--- src/rtl/pipeline_pkg.sv ---
// Shared widths, ALU encodings and the ID/EX control bundle for the pipeline.
package pipeline_pkg;

  localparam int DATA_W     = 32;
  localparam int REG_ADDR_W = 5;
  localparam int ALUCTRL_W  = 3;
  localparam int CNT_W      = 16;

  localparam logic [ALUCTRL_W-1:0] ALU_AND = 3'b000;
  localparam logic [ALUCTRL_W-1:0] ALU_OR  = 3'b001;
  localparam logic [ALUCTRL_W-1:0] ALU_ADD = 3'b010;
  localparam logic [ALUCTRL_W-1:0] ALU_SUB = 3'b110;
  localparam logic [ALUCTRL_W-1:0] ALU_SLT = 3'b111;

  typedef struct packed {
    logic                 RegWrite;
    logic                 MemtoReg;
    logic                 MemWrite;
    logic                 Branch;
    logic [ALUCTRL_W-1:0] ALUControl;
    logic                 ALUSrc;
    logic                 RegDst;
  } id_ex_ctrl_t;

  localparam id_ex_ctrl_t CTRL_BUBBLE = '0;

endpackage

--- src/rtl/sat_counter.sv ---
// Event counter that sticks at all-ones; a clear wins over a same-edge increment.
module sat_counter #(
  parameter int CNT_W = 16
) (
  input  logic             clk,
  input  logic             rst_n,
  input  logic             inc,
  input  logic             clr,
  output logic [CNT_W-1:0] cnt
);

  logic [CNT_W-1:0] cnt_q;
  logic [CNT_W-1:0] cnt_d;

  // Next count: clear, saturating increment, or hold.
  always_comb begin
    cnt_d = cnt_q;
    if (clr) begin
      cnt_d = '0;
    end else if (inc && (cnt_q != {CNT_W{1'b1}})) begin
      cnt_d = cnt_q + 1'b1;
    end
  end

  // Count register with async reset.
  always_ff @(posedge clk or negedge rst_n) begin
    if (!rst_n) begin
      cnt_q <= '0;
    end else begin
      cnt_q <= cnt_d;
    end
  end

  assign cnt = cnt_q;

endmodule

--- src/rtl/decode_execute_stage_reg.sv ---
// ID/EX pipeline register with stall/flush, valid tracking, load-use detection
// against the instruction currently in Decode, and stall/flush event counters.
module decode_execute_stage_reg
  import pipeline_pkg::*;
#(
  parameter int DATA_W     = pipeline_pkg::DATA_W,
  parameter int REG_ADDR_W = pipeline_pkg::REG_ADDR_W,
  parameter int ALUCTRL_W  = pipeline_pkg::ALUCTRL_W,
  parameter int CNT_W      = pipeline_pkg::CNT_W
) (
  input  logic                  clk,
  input  logic                  rst_n,
  input  logic                  StallE,
  input  logic                  FlushE,
  input  logic                  ClrCnt,
  input  logic                  ValidD,
  input  logic                  RegWriteD,
  input  logic                  MemtoRegD,
  input  logic                  MemWriteD,
  input  logic                  BranchD,
  input  logic                  ALUSrcD,
  input  logic                  RegDstD,
  input  logic [ALUCTRL_W-1:0]  ALUControlD,
  input  logic [DATA_W-1:0]     RD1_D,
  input  logic [DATA_W-1:0]     RD2_D,
  input  logic [REG_ADDR_W-1:0] Rs_D,
  input  logic [REG_ADDR_W-1:0] Rt_D,
  input  logic [REG_ADDR_W-1:0] Rd_D,
  input  logic [DATA_W-1:0]     SignImm_D,
  input  logic [DATA_W-1:0]     PCPlusOne_D,
  output logic                  RegWriteE,
  output logic                  MemtoRegE,
  output logic                  MemWriteE,
  output logic                  BranchE,
  output logic                  ALUSrcE,
  output logic                  RegDstE,
  output logic [ALUCTRL_W-1:0]  ALUControlE,
  output logic [DATA_W-1:0]     SrcA_E,
  output logic [DATA_W-1:0]     RD2_E,
  output logic [DATA_W-1:0]     SignImm_E,
  output logic [DATA_W-1:0]     PCPlusOne_E,
  output logic [REG_ADDR_W-1:0] Rs_E,
  output logic [REG_ADDR_W-1:0] Rt_E,
  output logic [REG_ADDR_W-1:0] Rd_E,
  output logic                  ValidE,
  output logic                  LoadUseStall,
  output logic [CNT_W-1:0]      StallCount,
  output logic [CNT_W-1:0]      FlushCount
);

  id_ex_ctrl_t           ctrl_in;
  id_ex_ctrl_t           ctrl_q,      ctrl_d;
  logic                  valid_q,     valid_d;
  logic [DATA_W-1:0]     srca_q,      srca_d;
  logic [DATA_W-1:0]     rd2_q,       rd2_d;
  logic [DATA_W-1:0]     signimm_q,   signimm_d;
  logic [DATA_W-1:0]     pcplusone_q, pcplusone_d;
  logic [REG_ADDR_W-1:0] rs_q,        rs_d;
  logic [REG_ADDR_W-1:0] rt_q,        rt_d;
  logic [REG_ADDR_W-1:0] rd_q,        rd_d;

  // Pack Decode controls; state-changing bits of a non-instruction are forced off
  // so a stale opcode can never write the register file, memory or redirect fetch.
  always_comb begin
    ctrl_in            = CTRL_BUBBLE;
    ctrl_in.RegWrite   = RegWriteD & ValidD;
    ctrl_in.MemtoReg   = MemtoRegD & ValidD;
    ctrl_in.MemWrite   = MemWriteD & ValidD;
    ctrl_in.Branch     = BranchD   & ValidD;
    ctrl_in.ALUControl = ALUControlD;
    ctrl_in.ALUSrc     = ALUSrcD;
    ctrl_in.RegDst     = RegDstD;
  end

  // Next-state select: flush beats stall beats load.
  always_comb begin
    ctrl_d      = ctrl_q;
    valid_d     = valid_q;
    srca_d      = srca_q;
    rd2_d       = rd2_q;
    signimm_d   = signimm_q;
    pcplusone_d = pcplusone_q;
    rs_d        = rs_q;
    rt_d        = rt_q;
    rd_d        = rd_q;
    if (FlushE) begin
      ctrl_d      = CTRL_BUBBLE;
      valid_d     = 1'b0;
      srca_d      = '0;
      rd2_d       = '0;
      signimm_d   = '0;
      pcplusone_d = '0;
      rs_d        = '0;
      rt_d        = '0;
      rd_d        = '0;
    end else if (!StallE) begin
      ctrl_d      = ctrl_in;
      valid_d     = ValidD;
      srca_d      = RD1_D;
      rd2_d       = RD2_D;
      signimm_d   = SignImm_D;
      pcplusone_d = PCPlusOne_D;
      rs_d        = Rs_D;
      rt_d        = Rt_D;
      rd_d        = Rd_D;
    end
  end

  // E-stage registers with async reset to an empty slot.
  always_ff @(posedge clk or negedge rst_n) begin
    if (!rst_n) begin
      ctrl_q      <= CTRL_BUBBLE;
      valid_q     <= 1'b0;
      srca_q      <= '0;
      rd2_q       <= '0;
      signimm_q   <= '0;
      pcplusone_q <= '0;
      rs_q        <= '0;
      rt_q        <= '0;
      rd_q        <= '0;
    end else begin
      ctrl_q      <= ctrl_d;
      valid_q     <= valid_d;
      srca_q      <= srca_d;
      rd2_q       <= rd2_d;
      signimm_q   <= signimm_d;
      pcplusone_q <= pcplusone_d;
      rs_q        <= rs_d;
      rt_q        <= rt_d;
      rd_q        <= rd_d;
    end
  end

  assign RegWriteE   = ctrl_q.RegWrite;
  assign MemtoRegE   = ctrl_q.MemtoReg;
  assign MemWriteE   = ctrl_q.MemWrite;
  assign BranchE     = ctrl_q.Branch;
  assign ALUSrcE     = ctrl_q.ALUSrc;
  assign RegDstE     = ctrl_q.RegDst;
  assign ALUControlE = ctrl_q.ALUControl;
  assign SrcA_E      = srca_q;
  assign RD2_E       = rd2_q;
  assign SignImm_E   = signimm_q;
  assign PCPlusOne_E = pcplusone_q;
  assign Rs_E        = rs_q;
  assign Rt_E        = rt_q;
  assign Rd_E        = rd_q;
  assign ValidE      = valid_q;

  // Load in E whose destination is a source of the Decode instruction; r0 is
  // hardwired so never hazards. Gated by rst_n so it drops as soon as reset asserts.
  always_comb begin
    LoadUseStall = rst_n & valid_q & ctrl_q.MemtoReg & ctrl_q.RegWrite &
                   (rt_q != '0) & ValidD & ((rt_q == Rs_D) | (rt_q == Rt_D));
  end

  sat_counter #(.CNT_W(CNT_W)) u_stall_cnt (
    .clk   (clk),
    .rst_n (rst_n),
    .inc   (StallE & ~FlushE),
    .clr   (ClrCnt),
    .cnt   (StallCount)
  );

  sat_counter #(.CNT_W(CNT_W)) u_flush_cnt (
    .clk   (clk),
    .rst_n (rst_n),
    .inc   (FlushE),
    .clr   (ClrCnt),
    .cnt   (FlushCount)
  );

endmodule

--- config.mk ---
export PLATFORM = sky130hd
export DESIGN_NAME = decode_execute_stage_reg
export DESIGN_NICKNAME = d
export VERILOG_FILES = /design/src/rtl/pipeline_pkg.sv /design/src/rtl/sat_counter.sv /design/src/rtl/decode_execute_stage_reg.sv
export SDC_FILE = /design/constraint.sdc
export NUM_CORES = 1
export LEC_CHECK = 0
export ABC_AREA = 1
export BUFFER_PORTS_ARGS = -buffer_cell sky130_fd_sc_hd__buf_2
export CORE_MARGIN = 5
export CORE_UTILIZATION = 51
export DETAILED_ROUTE_END_ITERATION = 12
export GPL_ROUTABILITY_DRIVEN = 0
export PLACE_DENSITY = 0.86
export SLEW_MARGIN = 40
export SYNTH_ARGS = -nofsm -noshare
export SYNTH_HDL_FRONTEND = slang
export SYNTH_SLANG_ARGS = --single-unit
--- constraint.sdc ---
create_clock -name clk -period 2.5 [get_ports clk]
set_input_delay 0.25 -clock clk [delete_from_list [all_inputs] [get_ports clk]]
set_output_delay 0.25 -clock clk [all_outputs]
set_load 0.01 [all_outputs]
Yosys cells after proc, flatten, opt, wreduce, memory -nomap -nowiden
Index checks and enable logic that the tools add are counted.
W data, S select, Z words.
Cells by class
  add/subtract/negate cells: 2
  equal/unequal tests: 5
  multiplexer cells: 22
  bitwise gates (word level): 13
  reduce and logical (&&, ||, !) cells: 5
Operators with widths (count)
  $mux W32: 8
  $mux W16: 4
  $add A16 B1 Y16 const B: 2
  $ne A16 B16 Y1 const B: 2
  $mux W5: 6
  $mux W9: 2
  $and A1 B1 Y1: 11
  $eq A5 B5 Y1: 2
  $reduce_bool A5 Y1: 1
  $reduce_bool A2 Y1: 2
  $logic_and A1 B1 Y1: 2
  $mux W1: 2
  $ne A2 B1 Y1 const B: 1
  $not A1 Y1: 1
  $or A1 B1 Y1: 1
Storage, ports and cells
  register bits: 185
  input bits: 158
  output and inout port bits: 186
  logic and storage cells: 64

Depth between registers and ports, before layout
Gate-level depths: netlist (run 1).
  depth in word-level cells: 6
  mapped depth: 10
  mapped depth without buffers: 10

Modules after synthesis
A second synthesis (run 1) with hierarchy kept.
Second synthesis, totals
  cell total of the unflattened synthesis: 687
  area, all modules: 7661.1 sq um
Modules (own cells, without submodules)
  decode_execute_stage_reg: times used 1, cells an instance 399, area each 5586.6 sq um, seq. area each 3828.7 sq um
  sat_counter: times used 2, cells an instance 144, area each 1037.2 sq um, seq. area each 400.4 sq um

Worst setup path before layout (run 1)
OpenSTA, ideal clock, no wires.
  path kind: register to register
  from: reg u_flush_cnt.cnt_q[0] (netlist: u_flush_cnt.cnt[0])
  to: reg u_flush_cnt.cnt_q[13] (netlist: u_flush_cnt.cnt[13])
  setup time: 119 ps
  arrival: 1422 ps
  data required time: 2381 ps
  setup slack: 960 ps
  stages on the path, launching flop included: 11
  buffers on the path: 1
  clock period less this slack: 1540 ps
  cell sequence: dfrtp_1 -> ha_1 -> nand2_1 -> nor2_4 -> nand2_4 -> nor2_2 -> nor2_2 -> nor2_4 -> buf_6 -> nand2_1 -> nand2_1
Between the ends
  longest elaborated chain between the ends: 3
  elaborated cells on any way between the ends: 6
  those cells by class: 1 x add/sub; 1 x eq/ne; 2 x mux; 2 x reduce/logical
Ends and longest elaborated chain
  from (decl): RTL line sat_counter.sv:12  | logic [CNT_W-1:0] cnt_q;
  from (signal assigned): RTL line sat_counter.sv:30  | cnt_q <= cnt_d;
  $add A16 B1 Y16 or $ne A16 B16 Y1 (tied branches): RTL line sat_counter.sv:21, sat_counter.sv:20
  $mux W16 or $logic_and A1 B1 Y1 (tied branches): RTL line sat_counter.sv:20  | end else if (inc && (cnt_q != {CNT_W{1'b1}})) begin
  $mux W16 or $reduce_bool A2 Y1 (tied branches)
Parallel ways exist; a longest one is shown, timed or not. The select of a mux whose other input is x is not followed.
A chain may end at the register's enable or synchronous reset.

Final worst setup path (run 1)
  from: in rst_n
  to: out LoadUseStall
Between the ends
  longest elaborated chain between the ends: 6
Ends and longest elaborated chain
  from (decl): RTL line decode_execute_stage_reg.sv:12  | input logic rst_n,
  $and A1 B1 Y1 (4 in series): RTL line decode_execute_stage_reg.sv:153  | LoadUseStall = rst_n & valid_q & ctrl_q.MemtoReg & ctrl_q.RegWrite &
  $and A1 B1 Y1 (2 in series): RTL line decode_execute_stage_reg.sv:154  | (rt_q != '0) & ValidD & ((rt_q == Rs_D) | (rt_q == Rt_D));
  to (decl): RTL line decode_execute_stage_reg.sv:46  | output logic LoadUseStall,
Every way passes these cells.

==> impl_metrics.env, run 1 <==
export IMPL_wl_met1_um=9320
export IMPL_power_total_uw=6720
export IMPL_setup_viol=0
export IMPL_r2r_cells=9
export IMPL_wl_met2_um=11700
export IMPL_yosysSeqAreaShare_pct=60.8
export IMPL_yosysTopAreaCell="dfrtp_1"
export IMPL_hold_violations=0
export IMPL_fp_dieW_um=132
export IMPL_track_usage_pct=26.3
export IMPL_p_seq_share_pct=48.1
export IMPL_synth_common_cells="185 x dfrtp_1, 147 x a22o_1, 140 x nand2_1"
export IMPL_die_area_sq_um=17500
export IMPL_ys_seq_elements=185
export IMPL_root_buffer="clkbuf_16"
export IMPL_crit_buf_inv=3
export IMPL_wl_um=23500
export IMPL_drv_cap=0
export IMPL_critPathRequiredTime_ns=2.25
export IMPL_wl_met3_um=1930
export IMPL_power_switching_uw=1630
export IMPL_period_minus_slack_ns=1.96
export IMPL_critPathTopFamily="buffers and inverters"
export IMPL_crit_path_end_kind="output port"
export IMPL_grt_overflow_total=0
export IMPL_top_layer="met4"
export IMPL_syn_area_per_cell_sq_um=11.1
export IMPL_synth_edff_count=0
export IMPL_antenna_found_initial=3
export IMPL_grt_max_degree=108
export IMPL_cts_resized=0
export IMPL_rows=44
export IMPL_drive_above_1_share_pct=38.9
export IMPL_power_internal_uw=5090
export IMPL_insertion_delay_ns=0.42
export IMPL_drt_iter0_drc=506
export IMPL_crit_arrival_ns=1.71
export IMPL_first_pass_iters=5
export IMPL_power_density_nw_per_um2=662
export IMPL_ios=344
export IMPL_synth_cell_types=25
export IMPL_grt_pass1_wl_um=36700
export IMPL_hold_class="input pin to flip-flop"
export IMPL_yosysWarnings=0
export IMPL_r2r_end="u_flush_cnt.cnt[14]"
export IMPL_p_leak_uw=0.00566
export IMPL_via_count=6682
export IMPL_path_max_fanout=32
export IMPL_dp_hpwl_um=17600
export IMPL_relSlewSlack_pct=61.7
export IMPL_h_tree_depth=4
export IMPL_fp_dieH_um=132
export IMPL_dpl_cell_count=1186
export IMPL_fin_cells=1220
export IMPL_fin_hold_ws_ns=0.0557
export IMPL_swShare_pct=24.2
export IMPL_pwr_share_clk_pct=40.8
export IMPL_grt_pass1_vias=6578
export IMPL_cp_depth=7
export IMPL_numPortBuffers=343
export IMPL_ff2ff_setup_slack_ns=0.80
export IMPL_syn_inst=686
export IMPL_startpoint="rst_n"
export IMPL_cts_tree="built"
export IMPL_remaining_drc_errors=0
export IMPL_rsz0062_at_grt="false"
export IMPL_wl_per_cell_um=19.3
export IMPL_path_cells="dlygate4sd3_1 > buf_6 > nand2_1 > nor2_1 > nand4_1 > a21oi_1 > buf_2"
export IMPL_nFillCells=1054
export IMPL_ys_async_sr_fraction_pct=100
export IMPL_numCtsBuffers=17
export IMPL_startpoint_type="input pin"
export IMPL_finalMaxSlewViolations=0
export IMPL_cp_slowest_cell="dlygate4sd3_1"
export IMPL_layout_nets=1182
export IMPL_finalSetupTns_ns=0
export IMPL_ant_nets=0
export IMPL_clock_fmax_mhz=511
export IMPL_crit_type="input pin to output port"
export IMPL_fin_ws_ns=0.545
export IMPL_clock_sinks=185
export IMPL_post_cts_buffers=0
export IMPL_min_period_over_period_pct=78.2
export IMPL_yosys_area_top_type_share_pct=60.8
export IMPL_synth_flop_cell="dfrtp_1"
export IMPL_max_vdd_ir_drop_v=0.000511
export IMPL_comb_power_share_pct=11.1
export IMPL_crit_end="LoadUseStall"
export IMPL_run_status="finished, final reports clean"
export IMPL_areaGrowthSynthToFinish_pct=33.2
export IMPL_core_sq_um=14600
export IMPL_ctsHoldBuffers=1
export IMPL_initial_utilization_pct=52.2
export IMPL_critPathMaxStageDelay_ns=0.54
export IMPL_synthTopCellsByArea="dfrtp_1 61%, a22o_1 17%, nand2_1 6.9%, nand3_1 1.9%, inv_1 1.8%"
export IMPL_yosysMostFrequentCell="dfrtp_1"
export IMPL_finClkSkew_ns=0.00712
export IMPL_synth_area_sq_um=7610
export IMPL_mappedNetlistNets=846
export IMPL_clockBufferDepth=2
export IMPL_rr_startpoint="u_flush_cnt.cnt[1]"
export IMPL_pre_cts_ws_ns=0.818
export IMPL_avgViaCountPerCell=5.48
export IMPL_clk_pin_slew_worst_paths_ns=0.07
export IMPL_tightest_slew_ns=0.574
power by group through the flow:
stage | Clock [uW] | Sequential (uW) | Combinational (uW)
floorplan | 0 | 3340 | 251
global placement | 0 | 3270 | 737
detailed placement | 0 | 3280 | 754
CTS | 2790 | 3230 | 757
global route | 2900 | 3240 | 813
finish | 2740 | 3230 | 748
kinds of logic after synthesis:
logic type	synth area share (%)
AND/OR/NAND/NOR	13.8
flip-flops	60.8
adder cells (fa/ha/maj)	0.329
buffers and inverters	4.27
XOR/XNOR	2.07
AO/OA/AOI/OAI	18.7
metrics by stage:
step / utilization [%] / cell area (sq um)
3_5_place_dp: 65.3 / 9530
5_1_grt: 69.5 / 10100
2_1_floorplan: - / 7610
4_1_cts: 69.5 / 10100
3_3_place_gp: 65.3 / 9530
6_report: 69.5 / 10100
area by class of cell:
cell class                 instances  area (sq um)  share of cell area (%)
sequential                       185          4630                    45.6
multi-input combinational        427          2670                    26.3
timing repair buffer             354          1870                    18.4
clock buffer                      20           457                    4.50
tap                              184           230                    2.27
clock inverter                    10           144                    1.42
inverter                          37           141                    1.39
antenna                            3          7.51                  0.0740
registers in the layout, indices dropped and copies added (netlist names), 3 cells and up:
name,count
ALUControlE,3
Rt_E,5
Rs_E,5
PCPlusOne_E,32
u_stall_cnt.cnt,16
Rd_E,5
u_flush_cnt.cnt,16
SrcA_E,32
RD2_E,32
SignImm_E,32
worst min path at each step:
stage / from / end / slack [ns] / depth (start not counted)
finish: RD1_D[27] / SrcA_E[27] / 0.06 / 2
global route: RD1_D[31] / SrcA_E[31] / 0.04 / 2
floorplan: rst_n / ALUControlE[0] / -0.05 / 0
global placement: rst_n / u_stall_cnt.cnt[4] / 0.15 / 1
CTS: RD1_D[31] / SrcA_E[31] / 0.04 / 2
detailed placement: rst_n / u_stall_cnt.cnt[4] / 0.16 / 1
worst reg2reg max path, delay by kind of cell (launching register included):
kind                     cells  cell delay, ns
flip-flops                   1            0.42
AND/OR/NAND/NOR              8            1.01
adder cells (fa/ha/maj)      1            0.20
placed cells by master, fill, tap and decap left out, types with 2 or more instances in the layout:
cell type	synthesis	routed
buf_2	17	342
dfrtp_1	185	185
a22o_1	147	147
nand2_1	140	140
inv_1	36	36
nor2_1	34	34
nand3_1	29	29
clkbuf_16	0	17
nand4_1	14	14
xor2_1	12	12
o21ai_0	8	8
nor2_2	8	7
xnor2_1	6	6
nor2_4	5	6
o21bai_1	6	6
buf_4	0	5
buf_12	0	5
nand2_2	4	4
diode_2	0	3
a21oi_1	3	3
a32o_1	3	3
bufinv_16	0	3
nor3_1	2	2
nand2_4	2	2
o21ai_1	2	2
ha_1	2	2
clkbuf_8	0	2
clkinv_2	0	2
clkinvlp_4	0	2
layer usage:
metal | up-vias | global-route usage [%]
met5 | - | 0
met4 | 0 | 8.94
met3 | 38 | 7.67
met2 | 358 | 42.9
met1 | 3211 | 33.9
li1 | 3075 | -
No activity file was read; power rests on OpenSTA's default activity.
==> run 2: changes to the inputs <==
- CORE_UTILIZATION: 51 -> 47
- PLACE_DENSITY: 0.86 -> 0.8
- clock period: 2.5 -> 1.8 ns (I/O delays scaled with it)
==> impl_metrics.env, run 2 (synthesis gave the netlist of run 1 again) <==
export IMPL_period_minus_slack_ns=1.73
export IMPL_ant_nets=0
export IMPL_wl_um=28400
export IMPL_path_max_fanout=5
export IMPL_insertion_delay_ns=0.44
export IMPL_areaGrowthSynthToFinish_pct=54.7
export IMPL_rows=46
export IMPL_ios=344
export IMPL_hold_violations=0
export IMPL_fp_dieH_um=137
export IMPL_antenna_found_initial=4
export IMPL_dp_hpwl_um=17400
export IMPL_most_common_layout_cells="341 x buf_2, 184 x dfrtp_1, 147 x a22o_1"
export IMPL_drv_cap=0
export IMPL_critPathRequiredTime_ns=1.62
export IMPL_run_status="finished, final reports clean"
export IMPL_clock_sinks=185
export IMPL_power_total_uw=9830
export IMPL_relSlewSlack_pct=61.8
export IMPL_hold_class="input pin to flip-flop"
export IMPL_grt_max_degree=110
export IMPL_numPortBuffers=343
export IMPL_rr_startpoint="u_flush_cnt.cnt[1]"
export IMPL_fp_dieW_um=137
export IMPL_clk_pin_slew_worst_paths_ns=0.07
export IMPL_grt_overflow_total=0
export IMPL_first_pass_iters=6
export IMPL_r2r_end="u_flush_cnt.cnt[1]"
export IMPL_startpoint_type="flip-flop"
export IMPL_cts_tree="built"
export IMPL_finalSetupTns_ns=0
export IMPL_crit_arrival_ns=1.55
export IMPL_drive_above_1_share_pct=35.0
export IMPL_wl_per_cell_um=20.2
export IMPL_grt_pass1_wl_um=42200
export IMPL_via_count=7517
export IMPL_crit_path_end_kind="output port"
export IMPL_initial_utilization_pct=47.9
export IMPL_clock_fmax_mhz=576
export IMPL_power_density_nw_per_um2=834
export IMPL_tightest_slew_ns=0.574
export IMPL_root_buffer="clkbuf_16"
export IMPL_crit_type="flip-flop to output port"
export IMPL_min_period_over_period_pct=96.4
export IMPL_worstHoldStart="Rs_D[0]"
export IMPL_p_leak_uw=0.00632
export IMPL_finClkSkew_ns=0.00761
export IMPL_rsz0062_at_grt="true"
export IMPL_clockBufferDepth=2
export IMPL_final_common_cell="buf_2"
export IMPL_whs_path_depth=2
export IMPL_track_usage_pct=29.4
export IMPL_h_tree_depth=4
export IMPL_ff2ff_setup_slack_ns=0.09
export IMPL_numCtsBuffers=17
export IMPL_remaining_drc_errors=0
export IMPL_setup_viol=0
export IMPL_core_sq_um=15900
export IMPL_grt_pass1_vias=7705
export IMPL_finalMaxSlewViolations=0
export IMPL_nFillCells=1011
export IMPL_r2r_cells=10
export IMPL_worstHoldEndpoint="Rs_E[0]"
export IMPL_post_route_util_pct=74.2
export IMPL_die_area_sq_um=18800
export IMPL_max_vdd_ir_drop_v=0.000693
export IMPL_layout_nets=1331
export IMPL_avgViaCountPerCell=5.34
export IMPL_drt_iter0_drc=545
run 2: cell count changes in the layout (fill, tap and decap cells not counted), sizes merged:
cell | previous run | this run
inv | 39 | 43
diode | 3 | 7
clkinvlp | 2 | 1
clkbuf | 20 | 18
dlygate4sd3 | 1 | 144
clkinv | 3 | 6
bufinv | 3 | 2
buf | 353 | 358
run 2: metrics by stage:
| stage | cell area [sq um] | setup WS (ns) | std cells | hold slack, ns |
|---|---|---|---|---|
| 6_report | 11800 | 0.0654 | 1407 | 0.0213 |
| 5_1_grt | 11800 | -0.0483 | 1404 | 0.0112 |
| 4_1_cts | 11700 | 0.00661 | 1398 | 0.00199 |
| 3_5_place_dp | 9640 | 0.119 | 1222 | 0.278 |
| 3_3_place_gp | 9640 | 0.182 | 1222 | 0.270 |
| 2_1_floorplan | 7610 | 0.260 | 686 | -0.116 |
run 2: worst max-delay path by stage:
stage,from,endpoint,slack [ns],cells after the start
finish,Rt_E[4],LoadUseStall,0.07,5
detailed placement,u_stall_cnt.cnt[1],u_stall_cnt.cnt[11],0.12,9
floorplan,u_flush_cnt.cnt[0],u_flush_cnt.cnt[13],0.26,10
CTS,Rt_E[4],LoadUseStall,0.007,5
global route,Rt_E[4],LoadUseStall,-0.05,5
global placement,u_stall_cnt.cnt[1],u_stall_cnt.cnt[10],0.18,9
run 2: worst max-delay path, cell delays in order, from the launching register on:
cell and delay (ns):
dfrtp_2 0.46, xor2_1 0.18, nor2_1 0.11, nand3_1 0.08, a21oi_1 0.15, buf_4 0.16
run 2: repair_timing:
action,CTS,global route
setup endpoints to repair,0,28
gates resized for setup,0,4
setup buffers,0,2
hold endpoints to repair,328,0
hold buffers,144,0
run 2: final cells by class:
| class | instances | area [sq um] | share of cell area, % |
|---|---|---|---|
| Clock buffer | 17 | 425 | 3.61 |
| Tap cell | 216 | 270 | 2.29 |
| Sequential cell | 185 | 4630 | 39.3 |
| Antenna cell | 7 | 17.5 | 0.149 |
| Inverter | 37 | 141 | 1.20 |
| Timing Repair Buffer | 503 | 3410 | 29.0 |
| Clock inverter | 15 | 210 | 1.78 |
| Multi-Input combinational cell | 427 | 2670 | 22.7 |
run 2: routing by layer:
metal	wire (um)	part of all wire, %	global-route usage (%)
met5	0	0	0
met4	1370	4.8	16.2
met3	2460	8.7	9.13
met2	14000	49	48.5
met1	10500	37	34.1
run 2: report_power, final:
group / total (uW) / internal (uW) / switching (uW) / leakage (uW)
Clock: 3980 / 2140 / 1840 / 0.000305
Sequential: 4490 / 4350 / 141 / 0.00248
Combinational: 1360 / 684 / 672 / 0.00353
==> run 3: changes to the inputs <==
- CORE_UTILIZATION: 47 -> 43
- PLACE_DENSITY: 0.8 -> 0.77
- clock period: 1.8 -> 1.5 ns (I/O delays scaled with it)
==> impl_metrics.env, run 3 (synthesis gave the netlist of run 1 again) <==
export IMPL_placed_cell_area_sq_um=9880
export IMPL_layout_nets=1371
export IMPL_areaGrowthSynthToFinish_pct=59.5
export IMPL_wl_um=27300
export IMPL_first_pass_iters=5
export IMPL_remaining_drc_errors=0
export IMPL_grt_max_degree=109
export IMPL_hold_class="input pin to flip-flop"
export IMPL_via_count=7550
export IMPL_hold_violations=0
export IMPL_cts_tree="built"
export IMPL_final_common_cell="buf_2"
export IMPL_crit_type="flip-flop to output port"
export IMPL_r2r_end="u_flush_cnt.cnt[9]"
export IMPL_clk_pin_slew_worst_paths_ns=0.08
export IMPL_avgViaCountPerCell=5.19
export IMPL_finClkSkew_ns=0.0125
export IMPL_drive_above_1_share_pct=39.2
export IMPL_crit_path_end_kind="output port"
export IMPL_antenna_found_initial=2
export IMPL_finalSetupTns_ns=-0.257
export IMPL_root_buffer="clkbuf_16"
export IMPL_grt_overflow_total=0
export IMPL_grt_use_met1_pct=30.7
export IMPL_finalMaxSlewViolations=0
export IMPL_critPathRequiredTime_ns=1.35
export IMPL_insertion_delay_ns=0.43
export IMPL_failed_checks="negative setup slack"
export IMPL_path_max_fanout=5
export IMPL_crit_end="LoadUseStall"
export IMPL_power_total_uw=11600
export IMPL_initial_utilization_pct=43.9
export IMPL_max_vdd_ir_drop_v=0.000767
export IMPL_drv_cap=0
export IMPL_clock_sinks=185
export IMPL_setup_viol=1
export IMPL_fin_ws_ns=-0.257
export IMPL_clock_fmax_mhz=569
export IMPL_numPortBuffers=343
export IMPL_ff2ff_setup_slack_ns=0.06
export IMPL_clockBufferDepth=2
export IMPL_startpoint_type="flip-flop"
export IMPL_wl_per_cell_um=18.8
export IMPL_nFillCells=1178
export IMPL_grt_pass1_vias=7900
export IMPL_min_period_over_period_pct=117
export IMPL_fp_dieW_um=143
export IMPL_startpoint="Rt_E[4]"
export IMPL_grtUsageMet2_pct=44.0
export IMPL_tightest_slew_ns=0.593
export IMPL_rsz0062_at_grt="true"
export IMPL_relSlewSlack_pct=60.4
export IMPL_crit_arrival_ns=1.61
export IMPL_numCtsBuffers=17
export IMPL_drt_iter0_drc=453
export IMPL_core_sq_um=17400
export IMPL_r2r_cells=10
export IMPL_use_met3_pct=7.27
export IMPL_dp_hpwl_um=17000
export IMPL_grt_pass1_wl_um=41800
export IMPL_power_density_nw_per_um2=953
export IMPL_finalInstanceArea_sq_um=12100
export IMPL_ios=344
export IMPL_p_leak_uw=0.00651
export IMPL_h_tree_depth=4
export IMPL_track_usage_pct=25.9
export IMPL_period_minus_slack_ns=1.76
export IMPL_rr_startpoint="u_flush_cnt.cnt[0]"
export IMPL_ant_nets=0
export IMPL_most_common_layout_cells="341 x buf_2, 174 x dfrtp_1, 148 x dlygate4sd3_1"
export IMPL_fin_hold_ws_ns=0.0101
export IMPL_run_status="complete, but fails checks"
export IMPL_fp_dieH_um=143
export IMPL_top_usage_layer="met2"
export IMPL_die_area_sq_um=20500
export IMPL_rows=48
run 3: what timing repair did:
action	in CTS	in global routing
resized for setup	6	39
endpoints found under the hold margin	332	0
setup endpoints to repair	14	31
buffers inserted	3	5
gates cloned	0	0
pin swaps	2	17
hold buffers	148	0
run 3: metrics by stage:
stage | cells | setup slack [ns] | utilization [%]
floorplan | 686 | -0.0283 | -
global placement | 1261 | 0.0326 | 56.9
detailed placement | 1261 | -0.0345 | 56.9
CTS | 1443 | -0.283 | 69.1
global route | 1450 | -0.353 | 69.9
finish | 1454 | -0.257 | 70.0
run 3: report_power, final:
group | internal, uW | total [uW] | switching (uW)
logic | 843 | 1640 | 800
clock network | 2420 | 4550 | 2140
registers | 5220 | 5380 | 156
run 3: worst min-delay path by stage:
| stage | from | endpoint | slack [ns] | depth (start not counted) |
|---|---|---|---|---|
| 3_3_place_gp | rst_n | SrcA_E[5] | 0.24 | 2 |
| 3_5_place_dp | rst_n | RD2_E[22] | 0.24 | 2 |
| 4_1_cts | Rs_D[0] | Rs_E[0] | 0.01 | 2 |
| 5_1_grt | SignImm_D[19] | SignImm_E[19] | 0.001 | 2 |
| 6_report | Rs_D[0] | Rs_E[0] | 0.01 | 2 |
| 2_1_floorplan | rst_n | ALUControlE[0] | -0.15 | 0 |
run 3: critical path, cell delays in order (launching register included):
cell	delay, ns
dfrtp_2	0.45
xor2_1	0.16
nor2_1	0.14
nand4_1	0.12
a21oi_2	0.18
buf_6	0.14
run 3: layout make-up:
class / count / area (sq um) / area share, %
Antenna cell: 6 / 15.0 / 0.124
Multi-Input combinational cell: 427 / 2760 / 22.7
Sequential cell: 185 / 4640 / 38.2
Tap cell: 225 / 282 / 2.32
Inverter: 37 / 144 / 1.18
Timing Repair Buffer: 543 / 3710 / 30.5
Clock buffer: 18 / 439 / 3.62
Clock inverter: 13 / 155 / 1.28
run 3: layer usage:
layer	wire length, um	vias up
li1	-	3470
met1	10300	3647
met2	13800	381
met3	2360	52
met4	849	0
met5	0	-
